==> src/rtl/cb_dina_map.sv <==
// CB port-A write mapper: two-stage pipeline that steers RSA (C) or temp-bank (TB) rows onto CB lanes.
// Optional macro CB_DINA_HOLD_EN: lanes not written hold their previous CB_dina instead of zero.
module cb_dina_map #(
    parameter int X              = 4,
    parameter int L              = 4,
    parameter int RSA_DW         = 32,
    parameter int SEQ_CNT_DW     = 5,
    parameter int CB_DINA_SEL_DW = 5
) (
    input  logic                       clk,
    input  logic                       sys_rst_n,
    input  logic [CB_DINA_SEL_DW-1:0]  CB_dina_sel,
    input  logic                       l_k_0,
    input  logic [SEQ_CNT_DW-1:0]      seq_cnt_in,
    input  logic signed [X*RSA_DW-1:0] C_CB_dina,
    input  logic signed [L*RSA_DW-1:0] TB_CB_dina,
    output logic signed [L*RSA_DW-1:0] CB_dina,
    output logic [L-1:0]               CB_wea,
    output logic                       CB_dina_vld,
    output logic [7:0]                 wr_cnt,
    output logic                       burst_done
);

    typedef enum logic [1:0] {SRC_IDLE, SRC_C, SRC_TB} src_e;
    typedef enum logic [1:0] {
        DIR_IDLE = 2'b00,
        DIR_POS  = 2'b01,
        DIR_NEG  = 2'b10,
        DIR_NEW  = 2'b11
    } dir_e;
    typedef enum logic [1:0] {ST_IDLE, ST_STREAM, ST_FLUSH} state_e;
    typedef logic [L-1:0][RSA_DW-1:0] row_t;

    // ---------------------------------------------------------------
    // Input decode and source row selection
    // ---------------------------------------------------------------
    src_e in_src;
    dir_e in_dir;
    row_t c_row;
    row_t tb_row;
    row_t in_row;

    // NOTE: every signal written in always_comb gets a default first, so no path leaves it unassigned and no latch is inferred.
    always_comb begin
        in_src = SRC_IDLE;
        case (CB_dina_sel[4:2])
            3'b001:  in_src = SRC_C;
            3'b100:  in_src = SRC_TB;
            default: in_src = SRC_IDLE;
        endcase
        in_dir = dir_e'(CB_dina_sel[1:0]);
    end

    for (genvar gi = 0; gi < L; gi++) begin : g_c_lane
        if (gi < X) begin : g_src
            assign c_row[gi] = C_CB_dina[gi*RSA_DW +: RSA_DW];
        end else begin : g_pad
            assign c_row[gi] = '0;
        end
    end

    assign tb_row = TB_CB_dina;

    always_comb begin
        in_row = '0;
        if (in_src == SRC_C) begin
            in_row = c_row;
        end else if (in_src == SRC_TB) begin
            in_row = tb_row;
        end
    end

    // ---------------------------------------------------------------
    // Stage 1 registers
    // ---------------------------------------------------------------
    src_e                  s1_src;
    dir_e                  s1_dir;
    logic                  s1_lk0;
    logic [SEQ_CNT_DW-1:0] s1_seq;
    row_t                  s1_row;

    // NOTE: sequential state uses non-blocking assignments so every register samples pre-edge values.
    always_ff @(posedge clk or negedge sys_rst_n) begin
        if (!sys_rst_n) begin
            s1_src <= SRC_IDLE;
            s1_dir <= DIR_IDLE;
            s1_lk0 <= 1'b0;
            s1_seq <= '0;
            s1_row <= '0;
        end else begin
            s1_src <= in_src;
            s1_dir <= in_dir;
            s1_lk0 <= l_k_0;
            s1_seq <= seq_cnt_in;
            s1_row <= in_row;
        end
    end

    // ---------------------------------------------------------------
    // Lane mapping (NEW decode assumes the 4-lane CB arrangement)
    // ---------------------------------------------------------------
    row_t              map_row;
    logic [L-1:0]      map_wea;
    logic [RSA_DW-1:0] hi_val;
    logic [RSA_DW-1:0] lo_val;
    logic              hi_we;
    logic              lo_we;

    always_comb begin
        map_row = '0;
        map_wea = '0;
        hi_val  = '0;
        lo_val  = '0;
        hi_we   = 1'b0;
        lo_we   = 1'b0;
        if (s1_src != SRC_IDLE) begin
            case (s1_dir)
                DIR_POS: begin
                    map_row = s1_row;
                    map_wea = '1;
                end
                DIR_NEG: begin
                    for (int i = 0; i < L; i++) begin
                        map_row[i] = s1_row[L-1-i];
                    end
                    map_wea = '1;
                end
                DIR_NEW: begin
                    if (s1_src == SRC_TB) begin
                        case (s1_seq)
                            SEQ_CNT_DW'(0): begin
                                hi_val = s1_row[3];
                                hi_we  = 1'b1;
                            end
                            SEQ_CNT_DW'(1): begin
                                lo_val = s1_row[0];
                                lo_we  = 1'b1;
                            end
                            SEQ_CNT_DW'(2): begin
                                hi_val = s1_row[0];
                                lo_val = s1_row[1];
                                hi_we  = 1'b1;
                                lo_we  = 1'b1;
                            end
                            SEQ_CNT_DW'(3): begin
                                hi_val = s1_row[1];
                                lo_val = s1_row[2];
                                hi_we  = 1'b1;
                                lo_we  = 1'b1;
                            end
                            SEQ_CNT_DW'(4): begin
                                hi_val = s1_row[2];
                                lo_val = s1_row[3];
                                hi_we  = 1'b1;
                                lo_we  = 1'b1;
                            end
                            default: ;
                        endcase
                        // l_k_0 picks which lane pair receives the landmark pair
                        if (s1_lk0) begin
                            map_row[1] = hi_val;
                            map_row[0] = lo_val;
                            map_wea[1] = hi_we;
                            map_wea[0] = lo_we;
                        end else begin
                            map_row[3] = hi_val;
                            map_row[2] = lo_val;
                            map_wea[3] = hi_we;
                            map_wea[2] = lo_we;
                        end
                    end
                end
                default: ;
            endcase
        end
    end

    // ---------------------------------------------------------------
    // Stage 2 registers
    // ---------------------------------------------------------------
    row_t dina_q;
    row_t dina_next;
    logic vld_next;

`ifdef CB_DINA_HOLD_EN
    always_comb begin
        dina_next = dina_q;
        for (int i = 0; i < L; i++) begin
            if (map_wea[i]) begin
                dina_next[i] = map_row[i];
            end
        end
    end
`else
    assign dina_next = map_row;
`endif

    assign vld_next = |map_wea;

    // NOTE: datapath registers are reset too, because CB_dina must read zero immediately on reset.
    always_ff @(posedge clk or negedge sys_rst_n) begin
        if (!sys_rst_n) begin
            dina_q      <= '0;
            CB_wea      <= '0;
            CB_dina_vld <= 1'b0;
        end else begin
            dina_q      <= dina_next;
            CB_wea      <= map_wea;
            CB_dina_vld <= vld_next;
        end
    end

    assign CB_dina = dina_q;

    // ---------------------------------------------------------------
    // Burst tracking FSM and write counter
    // ---------------------------------------------------------------
    state_e     state_q;
    state_e     state_d;
    logic       done_set;
    logic [7:0] wr_cnt_d;

    always_ff @(posedge clk or negedge sys_rst_n) begin
        if (!sys_rst_n) begin
            state_q    <= ST_IDLE;
            burst_done <= 1'b0;
            wr_cnt     <= '0;
        end else begin
            state_q    <= state_d;
            burst_done <= done_set;
            wr_cnt     <= wr_cnt_d;
        end
    end

    always_comb begin
        state_d = state_q;
        case (state_q)
            ST_IDLE:   if (CB_wea != '0) state_d = ST_STREAM;
            ST_STREAM: if (s1_src == SRC_IDLE) state_d = ST_FLUSH;
            ST_FLUSH:  state_d = (CB_wea != '0) ? ST_STREAM : ST_IDLE;
            default:   state_d = ST_IDLE;
        endcase
    end

    always_comb begin
        done_set = (state_q == ST_FLUSH) && (CB_wea == '0);
    end

    // The count stays visible during the burst_done cycle; a burst that restarts there counts from 1.
    always_comb begin
        wr_cnt_d = wr_cnt;
        if (done_set) begin
            if (vld_next) begin
                wr_cnt_d = 8'd1;
            end
        end else if (burst_done) begin
            wr_cnt_d = (CB_dina_vld ? wr_cnt : 8'd0) + {7'd0, vld_next};
        end else if (vld_next && (wr_cnt != 8'hFF)) begin
            wr_cnt_d = wr_cnt + 8'd1;
        end
    end

endmodule

==> config.mk <==
export PLATFORM = sky130hd
export DESIGN_NAME = cb_dina_map
export DESIGN_NICKNAME = d
export VERILOG_FILES = /design/src/rtl/cb_dina_map.sv
export SDC_FILE = /design/constraint.sdc
export NUM_CORES = 1
export LEC_CHECK = 0
export ABC_AREA = 1
export CAP_MARGIN = 25
export CELL_PAD_IN_SITES_DETAIL_PLACEMENT = 2
export CELL_PAD_IN_SITES_GLOBAL_PLACEMENT = 2
export CORE_AREA = 2 2 227 229
export DETAILED_ROUTE_END_ITERATION = 10
export DIE_AREA = 0 0 229 231
export MAX_ROUTING_LAYER = met4
export PLACE_DENSITY = 0.83
export SLEW_MARGIN = 20
export SYNTH_ARGS = -nofsm -noshare
export SYNTH_HDL_FRONTEND = slang
export SYNTH_SLANG_ARGS = --single-unit
==> constraint.sdc <==
create_clock -name clk -period 3.05 [get_ports clk]
set_clock_uncertainty 0.05 [all_clocks]
set_input_delay 0.61 -clock clk [delete_from_list [all_inputs] [get_ports clk]]
set_output_delay 0.61 -clock clk [all_outputs]
set_load 0.03 [all_outputs]
==> key figures <==
Outcome
  • Status: finished, final reports clean

Yosys
  • Syn Inst Count: between 1.5k and 2k
  • Number of flops mapped to enable cells by yosys: 0
  • Yosys warns: 0
  • Synth Flop Type: dfrtp_1
  • Async S/R FF share, synth: 1.00
  • Sequential area share after synthesis: 0.525
  • Synth area leaders: dfrtp_1 53%, nand2_1 16%, a22o_1 8.3%
  • Synth top area share: 0.525
  • Synthesized area per cell: 8.59 sq um
  • #FFs+latches synth: about 280
  • Count of cell types in the netlist: 29
  • Most common cell in the netlist: nand2_1
  • Leading area contributor after synthesis: dfrtp_1
  • Cell Area, Synth: 0.0134 sq mm
  • Commonest cells post-synth: 567 x nand2_1, 282 x dfrtp_1, 128 x a22o_1, 128 x a31oi_1, 123 x inv_1
  • Syn_nets: 1841

Timing
  • Slew @ Worst Pin: 871 ps
  • Hold Violations, Final: 0
  • Slew Limit Fails: 0
  • Tmin final: around 2700 ps
  • Final setup viols: 0
  • Max Freq: ~370 MHz
  • Rel. slew slack: 0.419
  • WHS: ~410 ps
  • Period utilisation layout: 0.893

Worst setup path
  • Worst r2r path cells: 19
  • Worst path buffer plus inverter count: 1
  • CP Depth: 19
  • Data required time of the worst path: approximately 3500 ps
  • Crit path max-delay family: simple AND/OR/NAND/NOR gates
  • Crit path top cell by count: nand2_1
  • Crit path from: s1_dir[0]$_DFF_PN0_
  • FF-to-FF End: wr_cnt[6]$_DFFE_PN0P_
  • Startpoint Class: register
  • Largest stage delay, worst path: around 410 ps
  • Crit path kind: reg2reg
  • Critical Path Fanout Max: 3
  • R2r setup slk: 330 ps
  • CP Cell Sequence: ha_1, nand3_1, nor2_1, nand2_1, nand2_1, o21ai_1, nand2_1, ha_1, ha_1, inv_1, nor2_1, nand3b_1, nor2_1, nand2_1, nand2_1, nor2_1, nor3_1, nand2_1, nand2_1
  • Crit Reg-Reg Startpoint: s1_dir[0]$_DFF_PN0_
  • Crit end category: register
  • Arrival time at the worst endpoint: roughly 3100 ps
  • CP Capture Point: wr_cnt[6]$_DFFE_PN0P_
  • Slowest CP cell: dfrtp_1

Hold path
  • Hold path depth: 1
  • Path type of the worst min-delay path: reg2reg

Floorplanning
  • Die Wd: ~230 um
  • Die height: between 200 and 250 um
  • I/O Pins: 411
  • Row cnt: between 80 and 90
  • Die area: around 0.053 sq mm
  • Core ar.: between 0.05 and 0.06 sq mm
  • Initial Utilization: 0.265

Routing
  • Vias: 13.6k
  • 1st-pass router iterations: 5
  • Post-DRT Antenna Nets: 0
  • DRT iter0 DRCs: between 600 and 700
  • Via-to-Cell Ratio: 5.14
  • DRC Markers: 0
  • WL/cell: ~23 um
  • Drt total wl: about 60000 um

Clock network
  • Skew-Pair Late Insertion Delay: around 540 ps
  • # H-tree levels: 2
  • Root Buffer: clkbuf_16
  • CTS tree: built
  • Reg clk slew, reported paths: roughly 60 ps
  • Num CTS Buffers: 35
  • CTS sink count: 282
  • Max Buffers Root-to-Sink: 3

Final layout
  • Layout cells sized above 1: 0.0637
  • Multi-input logic area: 0.00547 sq mm
  • Area growth, synth to finish: 46.7%
  • Final nets: roughly 2.2k
  • Register Area: just over 0.007 sq mm
  • Fill count: between 5k and 6k
  • N_diodes: 0
  • Post-Layout Cell Count: ~2.6k

Pwr
  • LEAKAGE: about 7.8 nW
  • Peak VDD IR: roughly 0.31 mV
  • Power Total: 0.00996 W
  • Pwr/cell area: just over 500 mW/mm^2

Global route
  • First-pass GRT wire length: approximately 95000 um
  • Maximum number of pins on one net before global-route repair: 81
  • Tot GR Track Use: 0.240
  • Initial antenna violation count: 2
  • Global route total overflow: 0
  • Vias in the first global route: about 15k

Job
  • Max_cap viols: 0

Place
  • Port Buffer Count: 410
  • Placed instance count: between 2k and 3k
  • Global placement routability congestion: 0.837
  • DP HPWL: about 43000 um
[power breakdown]
part           internal, W  leakage, nW  switching, W
Combinational     0.000667         3.42      0.000814
Clock              0.00269        0.585       0.00167
Sequential         0.00390         3.84      0.000218
[registers in the layout, indices dropped and copies added (netlist names)]
name / count
CB_dina: 128
s1_row: 128
wr_cnt: 8
s1_seq: 5
CB_wea: 4
s1_dir: 2
s1_src: 2
state_q: 2
CB_dina_vld: 1
burst_done: 1
s1_lk0: 1
[cell type report]
type                       instances  share of cell area
inverter                         125              0.0242
clock inverter                    13              0.0102
clock buffer                      45              0.0499
timing repair buffer             455               0.237
sequential                       282               0.358
multi-input combinational       1042               0.278
tap                              680              0.0432
[cells in the final DEF, fill, tap and decap left out, types with 7 or more instances in the layout]
cell type	instances
nand2_1	567
clkdlybuf4s50_1	409
dfrtp_1	280
a31oi_1	128
a22o_1	128
inv_1	116
nand3_1	52
clkbuf_16	35
o22ai_1	33
nand4_1	32
o2111ai_1	32
buf_4	27
nor2_1	22
buf_12	17
a21oi_1	15
o21ai_0	8
clkbuf_8	7
[repair_timing]
action | in CTS | in global routing
hold buffers | 1 | 0
hold endpoints to repair | 9 | 0
setup buffers | 0 | 1
gates resized for setup | 0 | 4
endpoints found under the setup margin | 0 | 3
[per-layer routing]
layer / part of all wire / track usage / routed length, um
met1: 0.41 / 0.280 / 25400
met2: 0.50 / 0.411 / 30900
met3: 0.050 / 0.0414 / 3080
met4: 0.040 / 0.0970 / 2440
met5: 0 / - / 0
[worst min path at each step]
stage / startpoint / slack (ps) / to
final: s1_src[0]$_DFF_PN0_ / 410 / state_q[1]$_DFFE_PN0P_
after global routing: s1_src[0]$_DFF_PN0_ / 440 / state_q[1]$_DFFE_PN0P_
after CTS: s1_src[0]$_DFF_PN0_ / 420 / state_q[1]$_DFFE_PN0P_
after detailed placement: s1_src[0]$_DFF_PN0_ / 410 / state_q[1]$_DFFE_PN0P_
after global placement: s1_src[0]$_DFF_PN0_ / 400 / state_q[1]$_DFFE_PN0P_
after floorplan: sys_rst_n / 260 / CB_dina[0]$_DFF_PN0_
[stage by stage]
| step | util | area [sq um] | setup WS (ps) | setup TNS (ps) |
|---|---|---|---|---|
| after floorplan | - | 13400 | 709 | 0 |
| after global placement | 0.365 | 18500 | 442 | 0 |
| after detailed placement | 0.365 | 18500 | 240 | 0 |
| after CTS | 0.389 | 19700 | 187 | 0 |
| after global routing | 0.389 | 19700 | -8.50 | -8.50 |
| final | 0.389 | 19700 | 327 | 0 |
[kinds of logic (layout without fill, tap and decap cells)]
kind of cell | Yosys count | in the layout | share of synthesized area
adders and majority gates | 7 | 7 | 0.00652
AOI/OAI and AO/OA | 345 | 345 | 0.188
DFF | 282 | 282 | 0.525
buffers and inverters | 241 | 638 | 0.0712
and+or+nand+nor | 689 | 689 | 0.208
xor gates and xnor gates | 1 | 1 | 0.000652
No activity file was read; power rests on OpenSTA's default activity.
